==> src/rtl/mips_mem_pkg.sv <==
// Shared types and defaults for the MIPS data-memory responder.
package mips_mem_pkg;
  localparam int WORD_W         = 32;
  localparam int DEF_ADDR_W     = 6;
  localparam int DEF_WBUF_DEPTH = 4;

  typedef struct packed {
    logic                  valid;
    logic [DEF_ADDR_W-1:0] idx;
    logic [WORD_W-1:0]     data;
  } wbuf_entry_t;

  function automatic logic word_aligned(input logic [1:0] byte_off);
    return byte_off == 2'b00;
  endfunction
endpackage

==> src/rtl/dmem_responder_if.sv <==
// CPU data port plus loader write port of the data-memory responder.
interface dmem_responder_if
  import mips_mem_pkg::*;
#(
  parameter int ADDR_W     = DEF_ADDR_W,
  parameter int WBUF_DEPTH = DEF_WBUF_DEPTH
);
  logic                          memwrite;
  logic [WORD_W-1:0]             addr;
  logic [WORD_W-1:0]             writedata;
  logic [WORD_W-1:0]             readdata;
  logic                          ld_valid;
  logic                          ld_ready;
  logic [ADDR_W-1:0]             ld_addr;
  logic [WORD_W-1:0]             ld_data;
  logic [$clog2(WBUF_DEPTH):0]   wbuf_count;
  logic                          misaligned;

  modport master (
    output memwrite, addr, writedata, ld_valid, ld_addr, ld_data,
    input  readdata, ld_ready, wbuf_count, misaligned
  );
  modport slave (
    input  memwrite, addr, writedata, ld_valid, ld_addr, ld_data,
    output readdata, ld_ready, wbuf_count, misaligned
  );
endinterface

==> src/rtl/wbuf_fifo.sv <==
// Circular store buffer: push/pop with count, plus youngest-entry match lookup.
// Push and pop may coincide when full; the freed head slot takes the new entry.
module wbuf_fifo
  import mips_mem_pkg::*;
#(
  parameter int ADDR_W = DEF_ADDR_W,
  parameter int DEPTH  = DEF_WBUF_DEPTH
) (
  input  logic                      clk,
  input  logic                      reset,
  input  logic                      push_i,
  input  logic [ADDR_W-1:0]         push_idx_i,
  input  logic [WORD_W-1:0]         push_dat_i,
  input  logic                      pop_i,
  output logic [$clog2(DEPTH):0]    count_o,
  output logic [ADDR_W-1:0]         head_idx_o,
  output logic [WORD_W-1:0]         head_dat_o,
  input  logic [ADDR_W-1:0]         q_idx_i,
  output logic                      hit_o,
  output logic [WORD_W-1:0]         hit_dat_o
);
  localparam int PW = $clog2(DEPTH);
  localparam int CW = PW + 1;

  typedef struct packed {
    logic              valid;
    logic [ADDR_W-1:0] idx;
    logic [WORD_W-1:0] data;
  } entry_t;

  entry_t          mem_q [DEPTH];
  logic [PW-1:0]   wr_ptr_q, rd_ptr_q;
  logic [CW-1:0]   count_q, count_d;
  logic [PW-1:0]   slot;

  always_comb count_d = count_q + CW'(push_i) - CW'(pop_i);

  always_ff @(posedge clk or negedge reset) begin
    if (!reset) begin
      wr_ptr_q <= '0;
      rd_ptr_q <= '0;
      count_q  <= '0;
      for (int i = 0; i < DEPTH; i++) mem_q[i] <= '0;
    end else begin
      if (pop_i) begin
        mem_q[rd_ptr_q].valid <= 1'b0;
        rd_ptr_q              <= rd_ptr_q + PW'(1);
      end
      // Placed after the pop so a push into the just-freed head slot wins.
      if (push_i) begin
        mem_q[wr_ptr_q] <= '{valid: 1'b1, idx: push_idx_i, data: push_dat_i};
        wr_ptr_q        <= wr_ptr_q + PW'(1);
      end
      count_q <= count_d;
    end
  end

  // Occupied slots are contiguous from the head, so walking oldest to youngest
  // leaves the youngest match in place.
  always_comb begin
    hit_o     = 1'b0;
    hit_dat_o = '0;
    slot      = '0;
    for (int k = 0; k < DEPTH; k++) begin
      slot = rd_ptr_q + PW'(k);
      if (mem_q[slot].valid && mem_q[slot].idx == q_idx_i) begin
        hit_o     = 1'b1;
        hit_dat_o = mem_q[slot].data;
      end
    end
  end

  assign count_o    = count_q;
  assign head_idx_o = mem_q[rd_ptr_q].idx;
  assign head_dat_o = mem_q[rd_ptr_q].data;
endmodule

==> src/rtl/dmem_responder.sv <==
// Data-memory responder: word RAM, non-blocking store buffer, loader write port.
// Loader owns the RAM write port unless the buffer is full; loads forward from the buffer.
module dmem_responder
  import mips_mem_pkg::*;
#(
  parameter int ADDR_W     = DEF_ADDR_W,
  parameter int WBUF_DEPTH = DEF_WBUF_DEPTH
) (
  input  logic         clk,
  input  logic         reset,
  dmem_responder_if.slave bus
);
  localparam int CW = $clog2(WBUF_DEPTH) + 1;

  logic [WORD_W-1:0] ram_q [2**ADDR_W];
  logic [ADDR_W-1:0] cpu_idx;
  logic [ADDR_W-1:0] head_idx;
  logic [WORD_W-1:0] head_dat, hit_dat;
  logic [CW-1:0]     count;
  logic              hit, full, ld_fire, drain, store_ok;
  logic              misaligned_q, misaligned_d;
  logic              unused_addr_hi;

  assign cpu_idx        = bus.addr[ADDR_W+1:2];
  assign unused_addr_hi = ^bus.addr[WORD_W-1:ADDR_W+2];

  assign store_ok = bus.memwrite && word_aligned(bus.addr[1:0]);
  assign full     = count == CW'(WBUF_DEPTH);
  assign ld_fire  = bus.ld_valid && !full;
  assign drain    = !ld_fire && count != '0;

  wbuf_fifo #(.ADDR_W(ADDR_W), .DEPTH(WBUF_DEPTH)) u_wbuf (
    .clk        (clk),
    .reset      (reset),
    .push_i     (store_ok),
    .push_idx_i (cpu_idx),
    .push_dat_i (bus.writedata),
    .pop_i      (drain),
    .count_o    (count),
    .head_idx_o (head_idx),
    .head_dat_o (head_dat),
    .q_idx_i    (cpu_idx),
    .hit_o      (hit),
    .hit_dat_o  (hit_dat)
  );

  // Single RAM write port, contents intentionally not reset.
  always_ff @(posedge clk) begin
    if (ld_fire) begin
      ram_q[bus.ld_addr] <= bus.ld_data;
    end else if (drain) begin
      ram_q[head_idx] <= head_dat;
    end
  end

  always_comb misaligned_d = misaligned_q || (bus.memwrite && !word_aligned(bus.addr[1:0]));

  always_ff @(posedge clk or negedge reset) begin
    if (!reset) misaligned_q <= 1'b0;
    else        misaligned_q <= misaligned_d;
  end

  assign bus.readdata   = hit ? hit_dat : ram_q[cpu_idx];
  assign bus.ld_ready   = !full;
  assign bus.wbuf_count = count;
  assign bus.misaligned = misaligned_q;
endmodule
==> src/flat_wrapper.sv <==
// flat-port wrapper written by rule: the top's interface ports become plain ports
module dmem_responder_flat import mips_mem_pkg::*;
#(
  parameter int ADDR_W     = DEF_ADDR_W,
  parameter int WBUF_DEPTH = DEF_WBUF_DEPTH
)
  (clk, reset, bus_memwrite, bus_addr, bus_writedata, bus_ld_valid, bus_ld_addr, bus_ld_data, bus_readdata, bus_ld_ready, bus_wbuf_count, bus_misaligned);
  dmem_responder_if #(.ADDR_W(ADDR_W), .WBUF_DEPTH(WBUF_DEPTH)) bus_i ();
  input  logic clk;
  input  logic reset;
  input wire logic [$bits(bus_i.memwrite)-1:0] bus_memwrite;
  input wire logic [$bits(bus_i.addr)-1:0] bus_addr;
  input wire logic [$bits(bus_i.writedata)-1:0] bus_writedata;
  input wire logic [$bits(bus_i.ld_valid)-1:0] bus_ld_valid;
  input wire logic [$bits(bus_i.ld_addr)-1:0] bus_ld_addr;
  input wire logic [$bits(bus_i.ld_data)-1:0] bus_ld_data;
  output wire logic [$bits(bus_i.readdata)-1:0] bus_readdata;
  output wire logic [$bits(bus_i.ld_ready)-1:0] bus_ld_ready;
  output wire logic [$bits(bus_i.wbuf_count)-1:0] bus_wbuf_count;
  output wire logic [$bits(bus_i.misaligned)-1:0] bus_misaligned;
  assign bus_i.memwrite = bus_memwrite;
  assign bus_i.addr = bus_addr;
  assign bus_i.writedata = bus_writedata;
  assign bus_i.ld_valid = bus_ld_valid;
  assign bus_i.ld_addr = bus_ld_addr;
  assign bus_i.ld_data = bus_ld_data;
  assign bus_readdata = bus_i.readdata;
  assign bus_ld_ready = bus_i.ld_ready;
  assign bus_wbuf_count = bus_i.wbuf_count;
  assign bus_misaligned = bus_i.misaligned;
  dmem_responder #(.ADDR_W(ADDR_W), .WBUF_DEPTH(WBUF_DEPTH)) u_core (.clk(clk), .reset(reset), .bus(bus_i));
endmodule
==> config.mk <==
export PLATFORM = sky130hd
export DESIGN_NAME = dmem_responder_flat
export DESIGN_NICKNAME = d
export VERILOG_FILES = /design/src/rtl/mips_mem_pkg.sv /design/src/rtl/dmem_responder_if.sv /design/src/rtl/wbuf_fifo.sv /design/src/rtl/dmem_responder.sv /design/src/flat_wrapper.sv
export SDC_FILE = /design/constraint.sdc
export NUM_CORES = 2
export LEC_CHECK = 0
export CAP_MARGIN = 15
export CORE_MARGIN = 2
export CORE_UTILIZATION = 50
export DETAILED_ROUTE_END_ITERATION = 10
export GPL_TIMING_DRIVEN = 0
export PLACE_DENSITY_LB_ADDON = 0.3
export SYNTH_ARGS = -nofsm -noshare
export SYNTH_HDL_FRONTEND = slang
export SYNTH_SLANG_ARGS = --single-unit
==> constraint.sdc <==
create_clock -name clk -period 13.05 [get_ports clk]
set_clock_uncertainty 0.1 [all_clocks]
set_input_delay 1.9575 -clock clk [delete_from_list [all_inputs] [get_ports clk]]
set_output_delay 1.9575 -clock clk [all_outputs]
set_load 0.005 [all_outputs]
==> run metrics <==
placed instance count=6597; Nets=4567; routed len/inst=35.2 um; flop-to-flop setup slack=7.91 ns; postcts setup bufs=0; Worst Hold Depth=1; FMAX=0.103 GHz; Core Box Area=180000 sq um; CTS Root Cell=clkbuf_16; Post-DP HPWL=167 mm; worst reg2reg startpoint=u_core.u_wbuf.count_o[1]$_DFF_PN0_; crit share post-route=74.4%; worst-path fanout max=10; clock share of power=26.3%; Max Used Layer=met5; area growth from synthesis to layout=15.0%; fin cells=7005; EDFF count, synth=2048; syn nets=4143; sequential-to-total area share from yosys stat=72.6%; # fillers=12705; CP required=10.99 ns; Resize count post-CTS=0; Worst Setup End Kind=output port; final setup vio count=0; Most used DFF post-synth=edfxtp_1; Crit Path Category=in2out; die footprint=184000 sq um; Final Hold Viols=0; RSZ-0062 raised after global routing=false; Die X=429 um; Switching Fraction=31.1%; first-pass GRT wire length=346 mm; NetSw=7.13 mW; vias in the first global route=45470; drt via density=6.54; sequential share of power=46.1%; Critical Path Source Type=input port; Comb pwr share=27.6%; Reg clk slew, reported paths=0.06 ns; initial cell density of the core=50.2%; RR Endpoint=u_core.ram_q[20][22]$_DFFE_PP_; # Max-Cap Violations=0; First DRT Iteration DRCs=5637; worst-case reg-to-reg path depth=8; Max clock buf depth=3; min-delay src=u_core.bus.misaligned$_DFF_PN0_; PortBufs=114; final hold slack=0.367 ns; CTS HTree Levels=4; WL met1=93.2 mm; Async SR Flop Fraction=7.41%; Seq. cell area=65600 sq um; Avg Inst Size Synth=22.4 sq um; # rows=156; Routed WL=246 mm; fraction of layout cells with a size suffix above 1=33.7%; antenna violations before repair=14; RD Place Congestion=0.940; metal2 WL=118 mm; Static Leak=32.9 nW; drt drc=0; Worst Path Arrival=7.65 ns; Final Slew Violations=0; Rel. slew slack=14.0%; clk sinks=2212; Hold Buf Count CTS=0; footprint of the multi-input gates=23900 sq um; setup TNS=0 ns; largest net degree at the start of global routing=107; status=finished clean; global route total overflow=0; CTS buffer count=208; synth warn=0; Worst Tran Pin Value=1.29 ns; met3 wire length=24.1 mm; Synth Cell Area=90400 sq um; Cell variety after synth=47; clock period minus worst slack=9.71 ns; gr usage total=26.9%; Cell Pwr Density=221 nW/um^2; Hold Path Class=reg2reg; Hold Path Sink=u_core.bus.misaligned$_DFF_PN0_; number of synthesized register bits=2212; Die Y=429 um; CTS tree=built; Via Count=45805; synthesized instance count=4026; Worst-Skew Late Latency=0.87 ns; maximum vdd drop=0.000218 V; Final ANT Viol Nets=0; num ports=143; Pint=15.8 mW; drt pass-1 iters=5
==> cells by family (layout without fill, tap and decap cells) <==
group | after synthesis | after routing | synth area share [%]
flip-flops | 2212 | 2212 | 72.6
multiplexers | 1058 | 1058 | 22.8
buffers and inverters | 304 | 906 | 1.48
AND/OR/NAND/NOR | 240 | 240 | 1.41
AO/OA/AOI/OAI | 166 | 166 | 1.27
XOR/XNOR | 35 | 35 | 0.339
adder cells (fa/ha/maj) | 11 | 11 | 0.161
other | 0 | 7 | 0
==> stage by stage <==
step	setup slack [ns]	instance area (sq um)	util, %	total power [mW]
after floorplan	6.83	90400	-	14.0
after global placement	2.98	94500	52.4	16.3
after detailed placement	3.47	96900	53.8	16.9
after CTS	3.45	104000	57.5	22.8
after global routing	3.36	104000	57.7	23.6
final	3.34	104000	57.7	22.9
==> registers in the layout, summed over array words and instances (netlist names) <==
name and cells:
u_core.u_wbuf.mem_q 156, u_core.ram_q 2048, u_core.u_wbuf.wr_ptr_q 2, u_core.u_wbuf.count_o 3, u_core.u_wbuf.rd_ptr_q 2, u_core.bus.misaligned 1
==> synth_stat cells (5+ instances only) <==
| library cell | count | area share [%] |
|---|---|---|
| a21oi_1 | 33 | 0.18 |
| o2bb2ai_1 | 32 | 0.31 |
| mux4_2 | 776 | 19 |
| buf_2 | 90 | 0.50 |
| buf_1 | 45 | 0.19 |
| inv_1 | 45 | 0.19 |
| nand2_1 | 25 | 0.10 |
| nand2b_1 | 7 | 0.048 |
| o21ai_0 | 8 | 0.044 |
| nor2_1 | 98 | 0.41 |
| xnor2_1 | 29 | 0.28 |
| buf_4 | 10 | 0.083 |
| buf_6 | 6 | 0.075 |
| nand3_1 | 15 | 0.083 |
| dfrtp_1 | 164 | 4.5 |
| a211oi_1 | 36 | 0.30 |
| o22ai_1 | 35 | 0.24 |
| nor3b_1 | 66 | 0.55 |
| a21o_1 | 5 | 0.042 |
| nand4_1 | 5 | 0.035 |
| ha_1 | 10 | 0.14 |
| mux2_2 | 216 | 2.7 |
| mux2i_1 | 66 | 0.73 |
| o221ai_1 | 5 | 0.048 |
| clkbuf_1 | 107 | 0.44 |
| xor2_1 | 6 | 0.058 |
| edfxtp_1 | 2048 | 68 |
==> worst max-delay path by stage <==
| stage | from | endpoint | slack (ns) | cells past startpoint |
|---|---|---|---|---|
| floorplan | bus_addr[3] | bus_readdata[10] | 6.83 | 10 |
| global placement | reset | u_core.u_wbuf.rd_ptr_q[0]$_DFFE_PN0P_ | 2.98 | 1 |
| detailed placement | bus_addr[2] | bus_readdata[16] | 3.47 | 11 |
| CTS | bus_addr[2] | bus_readdata[16] | 3.45 | 11 |
| global route | bus_addr[2] | bus_readdata[16] | 3.36 | 11 |
| finish | bus_addr[2] | bus_readdata[8] | 3.34 | 11 |
==> routing by layer <==
| layer | vias up | GRT usage, % |
|---|---|---|
| met1 | 24678 | 37.0 |
| met4 | 6 | 11.2 |
| met3 | 417 | 5.59 |
| met5 | - | 0 |
| li1 | 18049 | - |
| met2 | 2655 | 42.4 |
==> critical path, stage by stage <==
cell and delay, ns:
clkdlybuf4s50_1 0.70, buf_2 0.48, buf_2 0.52, buf_2 0.66, mux4_2 0.60, mux4_2 0.60
mux2i_1 0.80, nor2_1 0.20, a21oi_1 0.43, o22ai_1 0.18, clkdlybuf4s50_1 0.50
==> cell type report <==
cell class                 instances  share of cell area, %
buffer                           259                   1.12
clock inverter                   133                   1.20
sequential                      2212                   63.1
multi-input combinational       1510                   23.0
clock buffer                     255                   5.29
inverter                          45                  0.163
tap                             2370                   2.85
timing repair buffer             214                   3.19
antenna                            7                 0.0169
==> power groups by stage <==
stage	Combinational, mW	Clock [mW]	Sequential [mW]
3_3_place_gp	5.48	0	10.8
5_1_grt	6.61	6.35	10.7
2_1_floorplan	3.47	0	10.6
3_5_place_dp	6.15	0	10.7
4_1_cts	6.17	6.08	10.6
6_report	6.33	6.03	10.6
==> placed cells by master, fill, tap and decap left out, drive strengths merged, types with 5 or more instances in the layout <==
cell type,n
nand3,15
clkinvlp,11
o221ai,5
a21oi,33
o21ai,11
diode,7
o22ai,35
nand2,25
nand4,6
a211oi,36
xor2,6
ha,10
clkdlybuf4s50,113
clkbuf,363
inv,56
dfrtp,164
nor2,98
xnor2,29
nand2b,7
buf,252
o2bb2ai,32
nor3b,66
mux4,776
mux2,216
clkinv,91
edfxtp,2048
mux2i,66
a21o,5
bufinv,20
Power figures use the tool's default switching activity.
